`config.mk`:
```
export PLATFORM = sky130hd
export DESIGN_NAME = serial_subtractor
export DESIGN_NICKNAME = d
export VERILOG_FILES = /design/src/rtl/serial_subtractor.sv
export SDC_FILE = /design/constraint.sdc
export NUM_CORES = 1
export LEC_CHECK = 0
export BUFFER_PORTS_ARGS = -buffer_cell sky130_fd_sc_hd__buf_2
export CAP_MARGIN = 20
export CORE_UTILIZATION = 55
export CTS_CLUSTER_SIZE = 8
export DETAILED_ROUTE_END_ITERATION = 8
export GPL_TIMING_DRIVEN = 0
export PLACE_DENSITY = 0.86
export SLEW_MARGIN = 20
export SYNTH_ARGS = -nofsm -noshare
export SYNTH_HDL_FRONTEND = slang
export SYNTH_SLANG_ARGS = --single-unit
```
`constraint.sdc`:
```
create_clock -name clk -period 1.9 [get_ports clk]
set_clock_uncertainty 0.05 [all_clocks]
set_input_delay 0.095 -clock clk [delete_from_list [all_inputs] [get_ports clk]]
set_output_delay 0.095 -clock clk [all_outputs]
set_load 0.01 [all_outputs]
```
`src/rtl/serial_subtractor.sv`:
```
// serial_subtractor: bit-serial unsigned subtractor with valid/ready handshakes.
// Operands are captured in IDLE, one bit per clock is processed LSB first in
// SHIFT, and the result is held in DONE until the consumer takes it.
module serial_subtractor #(
    parameter int WIDTH = 8
) (
    input  logic             clk,
    input  logic             rst_n,
    input  logic             in_valid,
    output logic             in_ready,
    input  logic [WIDTH-1:0] a,
    input  logic [WIDTH-1:0] b,
    output logic             out_valid,
    input  logic             out_ready,
    output logic [WIDTH-1:0] diff,
    output logic             borrow_out
);

    // A 1-bit operand still needs a 1-bit counter so the compare stays legal.
    localparam int CNT_W = (WIDTH > 1) ? $clog2(WIDTH) : 1;
    localparam logic [CNT_W-1:0] LAST_BIT = CNT_W'(WIDTH - 1);

    typedef enum logic [1:0] {
        IDLE  = 2'd0,
        SHIFT = 2'd1,
        DONE  = 2'd2
    } state_t;

    state_t           state;
    logic [WIDTH-1:0] a_sh;
    logic [WIDTH-1:0] b_sh;
    logic [WIDTH-1:0] acc;
    logic             bor;
    logic [CNT_W-1:0] cnt;

    logic             d_bit;
    logic             bor_next;
    logic [WIDTH-1:0] acc_next;

    // Only IDLE can take new operands, so readiness is a pure state decode.
    assign in_ready = (state == IDLE);

    // Full-subtractor slice on the current LSBs and the partial result after this bit.
    always_comb begin
        d_bit    = a_sh[0] ^ b_sh[0] ^ bor;
        bor_next = (~a_sh[0] & b_sh[0]) | (~(a_sh[0] ^ b_sh[0]) & bor);
        acc_next = (acc >> 1) | (WIDTH'(d_bit) << (WIDTH - 1));
    end

    // Handshake FSM plus datapath; diff/borrow_out only change on the final bit.
    always_ff @(posedge clk or negedge rst_n) begin
        if (!rst_n) begin
            state      <= IDLE;
            a_sh       <= '0;
            b_sh       <= '0;
            acc        <= '0;
            bor        <= 1'b0;
            cnt        <= '0;
            out_valid  <= 1'b0;
            diff       <= '0;
            borrow_out <= 1'b0;
        end else begin
            case (state)
                IDLE: begin
                    if (in_valid) begin
                        a_sh  <= a;
                        b_sh  <= b;
                        acc   <= '0;
                        bor   <= 1'b0;
                        cnt   <= '0;
                        state <= SHIFT;
                    end
                end
                SHIFT: begin
                    a_sh <= a_sh >> 1;
                    b_sh <= b_sh >> 1;
                    acc  <= acc_next;
                    bor  <= bor_next;
                    cnt  <= cnt + CNT_W'(1);
                    if (cnt == LAST_BIT) begin
                        diff       <= acc_next;
                        borrow_out <= bor_next;
                        out_valid  <= 1'b1;
                        cnt        <= '0;
                        state      <= DONE;
                    end
                end
                DONE: begin
                    if (out_ready) begin
                        out_valid <= 1'b0;
                        state     <= IDLE;
                    end
                end
                default: begin
                    out_valid <= 1'b0;
                    state     <= IDLE;
                end
            endcase
        end
    end

endmodule

```
# --- Yosys cells after proc, flatten, opt, wreduce, memory -nomap -nowiden ---
# Index checks and enable logic that the tools add are counted.
totals:
  in_bits: 20
  register_bits: 40
  word_cells: 49
  out_inout_bits: 11
classes:
  add_sub_neg: 1
  eq_ne: 6
  muxes: 18
  reduce_logical: 6
  n_bitwise: 9
op_table:
  columns: ["cell", "count"]
  rows:
  - ["8-bit one-hot mux with 2 select lines", 3]
  - ["8-bit two-way mux", 3]
  - ["7-bit by 8-bit OR with 8-bit output", 1]
  - ["2-bit two-way mux", 3]
  - ["3-bit two-way mux", 2]
  - ["2-bit != test, second input constant", 3]
  - ["2-bit one-hot mux with 3 select lines", 1]
  - ["3-bit one-hot mux with 2 select lines", 1]
  - ["3-bit AND reduction", 2]
  - ["2-bit AND reduction", 2]
  - ["3-bit by 1-bit adder with 3-bit output, second input constant", 1]
  - ["3-bit == test, second input constant", 1]
  - ["1-bit two-way mux", 3]
  - ["1-bit inverter", 3]
  - ["1-bit one-hot mux with 3 select lines", 1]
  - ["1-bit bitwise AND", 2]
  - ["2-bit by 1-bit == test with 1-bit output, second input constant", 1]
  - ["2-bit == test, second input constant", 1]
  - ["2-bit zero test", 1]
  - ["1-bit one-hot mux with 2 select lines", 1]
  - ["2-bit nonzero test", 1]
  - ["1-bit XOR", 2]
  - ["1-bit OR", 1]

# --- Logic depth before layout (Yosys ltp) ---
logic_depth:
  ltp_word: 5
  ltp_mapped: 6
  depth_no_buf: 5

# --- Least setup slack after synthesis ---
# No wires, ideal clock.
synth_timing:
  path_kind: "reg-to-reg"
  start: "register cnt[0]"
  end: "register diff[0]"
  setup_time_ps: 125
  synth_period_minus_slack_ps: 1496
  t_arrival_ps: 1321
  setup_slack_ps: 404
  path_stages_with_launch: 6
  t_required_ps: 1725
  n_path_buf: 1
  cell_sequence: "dfrtp_1 > ha_1 > ha_1 > nand3b_4 > buf_6 > mux2_4"
synth_via:
  elab_chain_len: 2
synth_rtl:
  columns: ["item", "line_no", "rtl"]
  rows:
  - ["from (decl)", "34", "logic [CNT_W-1:0] cnt;"]
  - ["from (signal assigned)", "79", "cnt <= cnt + CNT_W'(1);"]
  - ["3-bit == test", "80", "if (cnt == LAST_BIT) begin"]
  - ["2-bit AND reduction (no source line)", null, null]
  - ["to (signal assigned)", "81", "diff <= acc_next;"]
  - ["to (decl)", "15", "output logic [WIDTH-1:0] diff,"]
# No other way between the ends.
# A chain may end at the register's enable or synchronous reset.

# --- Worst setup path in the final report ---
layout_timing:
  start: "register cnt[0]"
  end: "register diff[5]"
# The elaborated chain is that of the path after synthesis.

==> flow_metrics.tcl <==
set metrics [dict create \
    ctsRootBufferMaster "clkbuf_4" \
    slowest_delay_ns 0.43 \
    hold_viol 0 \
    crit_slowest_cell "dfrtp_1" \
    first_global_vias 1342 \
    rows 20 \
    ioPinCount 31 \
    finalInstanceArea_um2 2090 \
    comb_power_share_pct 41.1 \
    p_per_area_nw_per_um2 1530 \
    post_cts_resized 0 \
    insertion_delay_ns 0.34 \
    synthDistinctLibCells 30 \
    die_area_um2 3500 \
    die_y_um 59.1 \
    tightest_slew_ns 0.834 \
    num_vias 1327 \
    wirelength_um 3600 \
    synthAdderAreaFrac_pct 2.51 \
    required_ns 2.08 \
    ys_seq_area_share_pct 54.4 \
    start_util_pct 58.3 \
    crit_family "adder cells" \
    via_per_inst 5.70 \
    clockPowerShare_pct 13.3 \
    p_leak_nw 1.02 \
    tritoncts "built" \
    synth_top_area_cell "dfrtp_1" \
    die_x_um 59.1 \
    avgSynthCellArea_um2 12.1 \
    htree_levels 2 \
    grt_max_degree 40 \
    drc 0 \
    synth_xor_area_share_pct 0 \
    p_int_mw 2.07 \
    wl_met2_um 1880 \
    synth_nets 172 \
    routed-wl-met3_um 166 \
    drive_above_1_share_pct 30.7 \
    cap_viol_max_count 0 \
    grt_pass1_wl_um 6240 \
    grt_usage_pct 24.6 \
    min_period_ns 1.64 \
    total_power_mw 3.20 \
    critPathKind "reg -> reg" \
    fill_cells 245 \
    post-route-period-util_pct 86.4 \
    end_kind "register" \
    syn_area_um2 1800 \
    netlist.area_leader.share_pct 54.4 \
    slew_headroom_pct 44.4 \
    cts_setup_buffers 0 \
    synth_top_family_by_area "simple AND/OR/NAND/NOR gates" \
    antenna_found_initial 0 \
    postPlaceCellArea_um2 2000 \
    yosys_register_bits 39 \
    port_buffers 29 \
    crit_path_max_fanout 10 \
    clockBufferDepth 2 \
    cp_common_cell "ha_1" \
    rrSetupSlack_ns 0.26 \
    slew_viol_final 0 \
    synthMuxAreaShare_pct 6.48 \
    numCtsBuffers 5 \
    synth-compound-area-share_pct 14.9 \
    drt_iter0_drc 73 \
    start_kind "register" \
    fin_setup_tns_ns 0 \
    min_path_type "in -> reg" \
    synthSimpleGateAreaFrac_pct 16.6 \
    cts_hold_buf 4 \
    peakVddDrop_mv 0.775 \
    cp_cell_sequence "ha_1 -> ha_1 -> nand3b_4 -> buf_6 -> mux2_4" \
    max_clock_freq_mhz 609 \
    ant_nets 0 \
    diodes 0 \
    hpwl_um 2520 \
    seq_power_share_pct 45.6 \
    synth_area_leaders "dfrtp_1, mux2_4, a22o_1, nor3_1, buf_6" \
    wl_per_cell_um 15.4 \
    coreArea_um2 3080 \
    crit_buf_inv 1 \
    arrival_ns 1.82 \
    rsz0062_at_grt "no" \
    wl_met1_um 1500 \
    overflow 0 \
    synth_warnings 0 \
    area_growth_pct 16.5 \
    status "complete, no violations" \
    netlist_instances 149 \
    clkSinkCount 39 \
    dr.pass1.iters 4 \
    gp_congestion 0.797 \
    nets 212 \
    swShare_pct 35.3 \
    setup_viol 0 \
    clkTransAtPathRegs_ns 0.11 \
    top_layer "met4" \
    power_switching_mw 1.13 \
]
-- power groups by stage --
| stage | combinational, mW | clock (mW) | sequential, mW |
|---|---|---|---|
| 2_1_floorplan | 0.945 | 0 | 1.45 |
| 3_3_place_gp | 1.25 | 0 | 1.45 |
| 3_5_place_dp | 1.32 | 0 | 1.48 |
| 4_1_cts | 1.33 | 0.432 | 1.46 |
| 5_1_grt | 1.47 | 0.472 | 1.50 |
| 6_report | 1.31 | 0.425 | 1.46 |
-- layout make-up --
type	instances	area (µm²)	share of cell area, %
sequential	39	976	46.7
multi-input combinational	98	727	34.7
timing repair buffer	33	185	8.85
buffer	10	85.1	4.07
tap	44	55.1	2.63
clock buffer	6	51.3	2.45
inverter	2	7.51	0.359
clock inverter	1	5.00	0.239
-- cell usage after synthesis --
master	n
a21oi_1	2
a221o_1	5
a22o_1	9
buf_1	1
buf_2	2
buf_4	2
buf_6	5
dfrtp_1	39
fa_1	1
ha_1	2
inv_1	2
mux2_2	1
mux2_4	7
nand2_1	10
nand2b_1	8
nand2b_2	1
nand3b_1	3
nand3b_4	1
nor2_1	9
nor2b_1	1
nor2b_4	1
nor3_1	12
nor3b_1	6
o21ai_0	8
o21ai_1	4
o21ba_2	1
o21bai_2	1
o221a_1	3
o22ai_1	1
o31ai_1	1
-- flip-flops by register name, indices dropped and copies added, names as in the netlist --
| register | count |
|---|---|
| borrow_out | 1 |
| cnt | 3 |
| b_sh | 8 |
| state | 2 |
| out_valid | 1 |
| diff | 8 |
| a_sh | 8 |
| bor | 1 |
| acc | 7 |
-- kinds of logic (layout without fill, tap and decap cells) --
logic type	count (synthesis)	in the layout
and+or+nand+nor	52	52
buffers and inverters	12	52
AOI/OAI and AO/OA	35	35
adders and majority gates	3	3
muxes	8	8
DFF	39	39
-- routing by layer --
| layer | global-route usage, % | vias up |
|---|---|---|
| met5 | 0 | - |
| met4 | 8.50 | 0 |
| met3 | 5.90 | 6 |
| met2 | 42.9 | 48 |
| met1 | 29.9 | 661 |
| li1 | - | 612 |
-- final timing paths --
check,from,endpoint,cells after the start
setup / recovery,cnt[0],diff[5],5
hold / removal,b[5],b_sh[5],3
setup reg to reg,cnt[0],diff[5],5
hold reg to reg,borrow_out,borrow_out,2
max in group asynchronous,rst_n,a_sh[5],2
min in group asynchronous,rst_n,b_sh[0],2
-- cells in the final DEF (no fill, tap or decap), types with 2 or more instances in the layout --
cell | netlist | routed
nand3b_1 | 3 | 3
nand2b_1 | 8 | 8
a22o_1 | 9 | 9
dlygate4sd3_1 | 0 | 4
nand2_1 | 10 | 10
nor3_1 | 12 | 12
o221a_1 | 3 | 3
nor3b_1 | 6 | 6
mux2_4 | 7 | 7
dfrtp_1 | 39 | 39
buf_2 | 2 | 31
o21ai_1 | 4 | 4
buf_6 | 5 | 5
o21ai_0 | 8 | 8
clkbuf_4 | 0 | 5
a21oi_1 | 2 | 2
inv_1 | 2 | 2
buf_4 | 2 | 2
nor2_1 | 9 | 9
ha_1 | 2 | 2
a221o_1 | 5 | 5
-- tightest hold or removal path: cells and delay by family --
| family | cells | cell delay, ns |
|---|---|---|
| buffers and inverters | 1 | 0.08 |
| AND/OR/NAND/NOR | 2 | 0.19 |
-- stage by stage --
step                      hold slack (ns)  worst slack [ns]  std cells  utilization [%]
final                              0.0233             0.258        233             68.0
after global routing               0.0498             0.200        233             68.0
after CTS                          0.0208             0.244        233             68.0
after detailed placement            0.192             0.266        222             64.8
after global placement              0.176             0.312        222             64.8
after floorplan                    -0.251             0.404        149                -
Power figures use the tool's default switching activity.
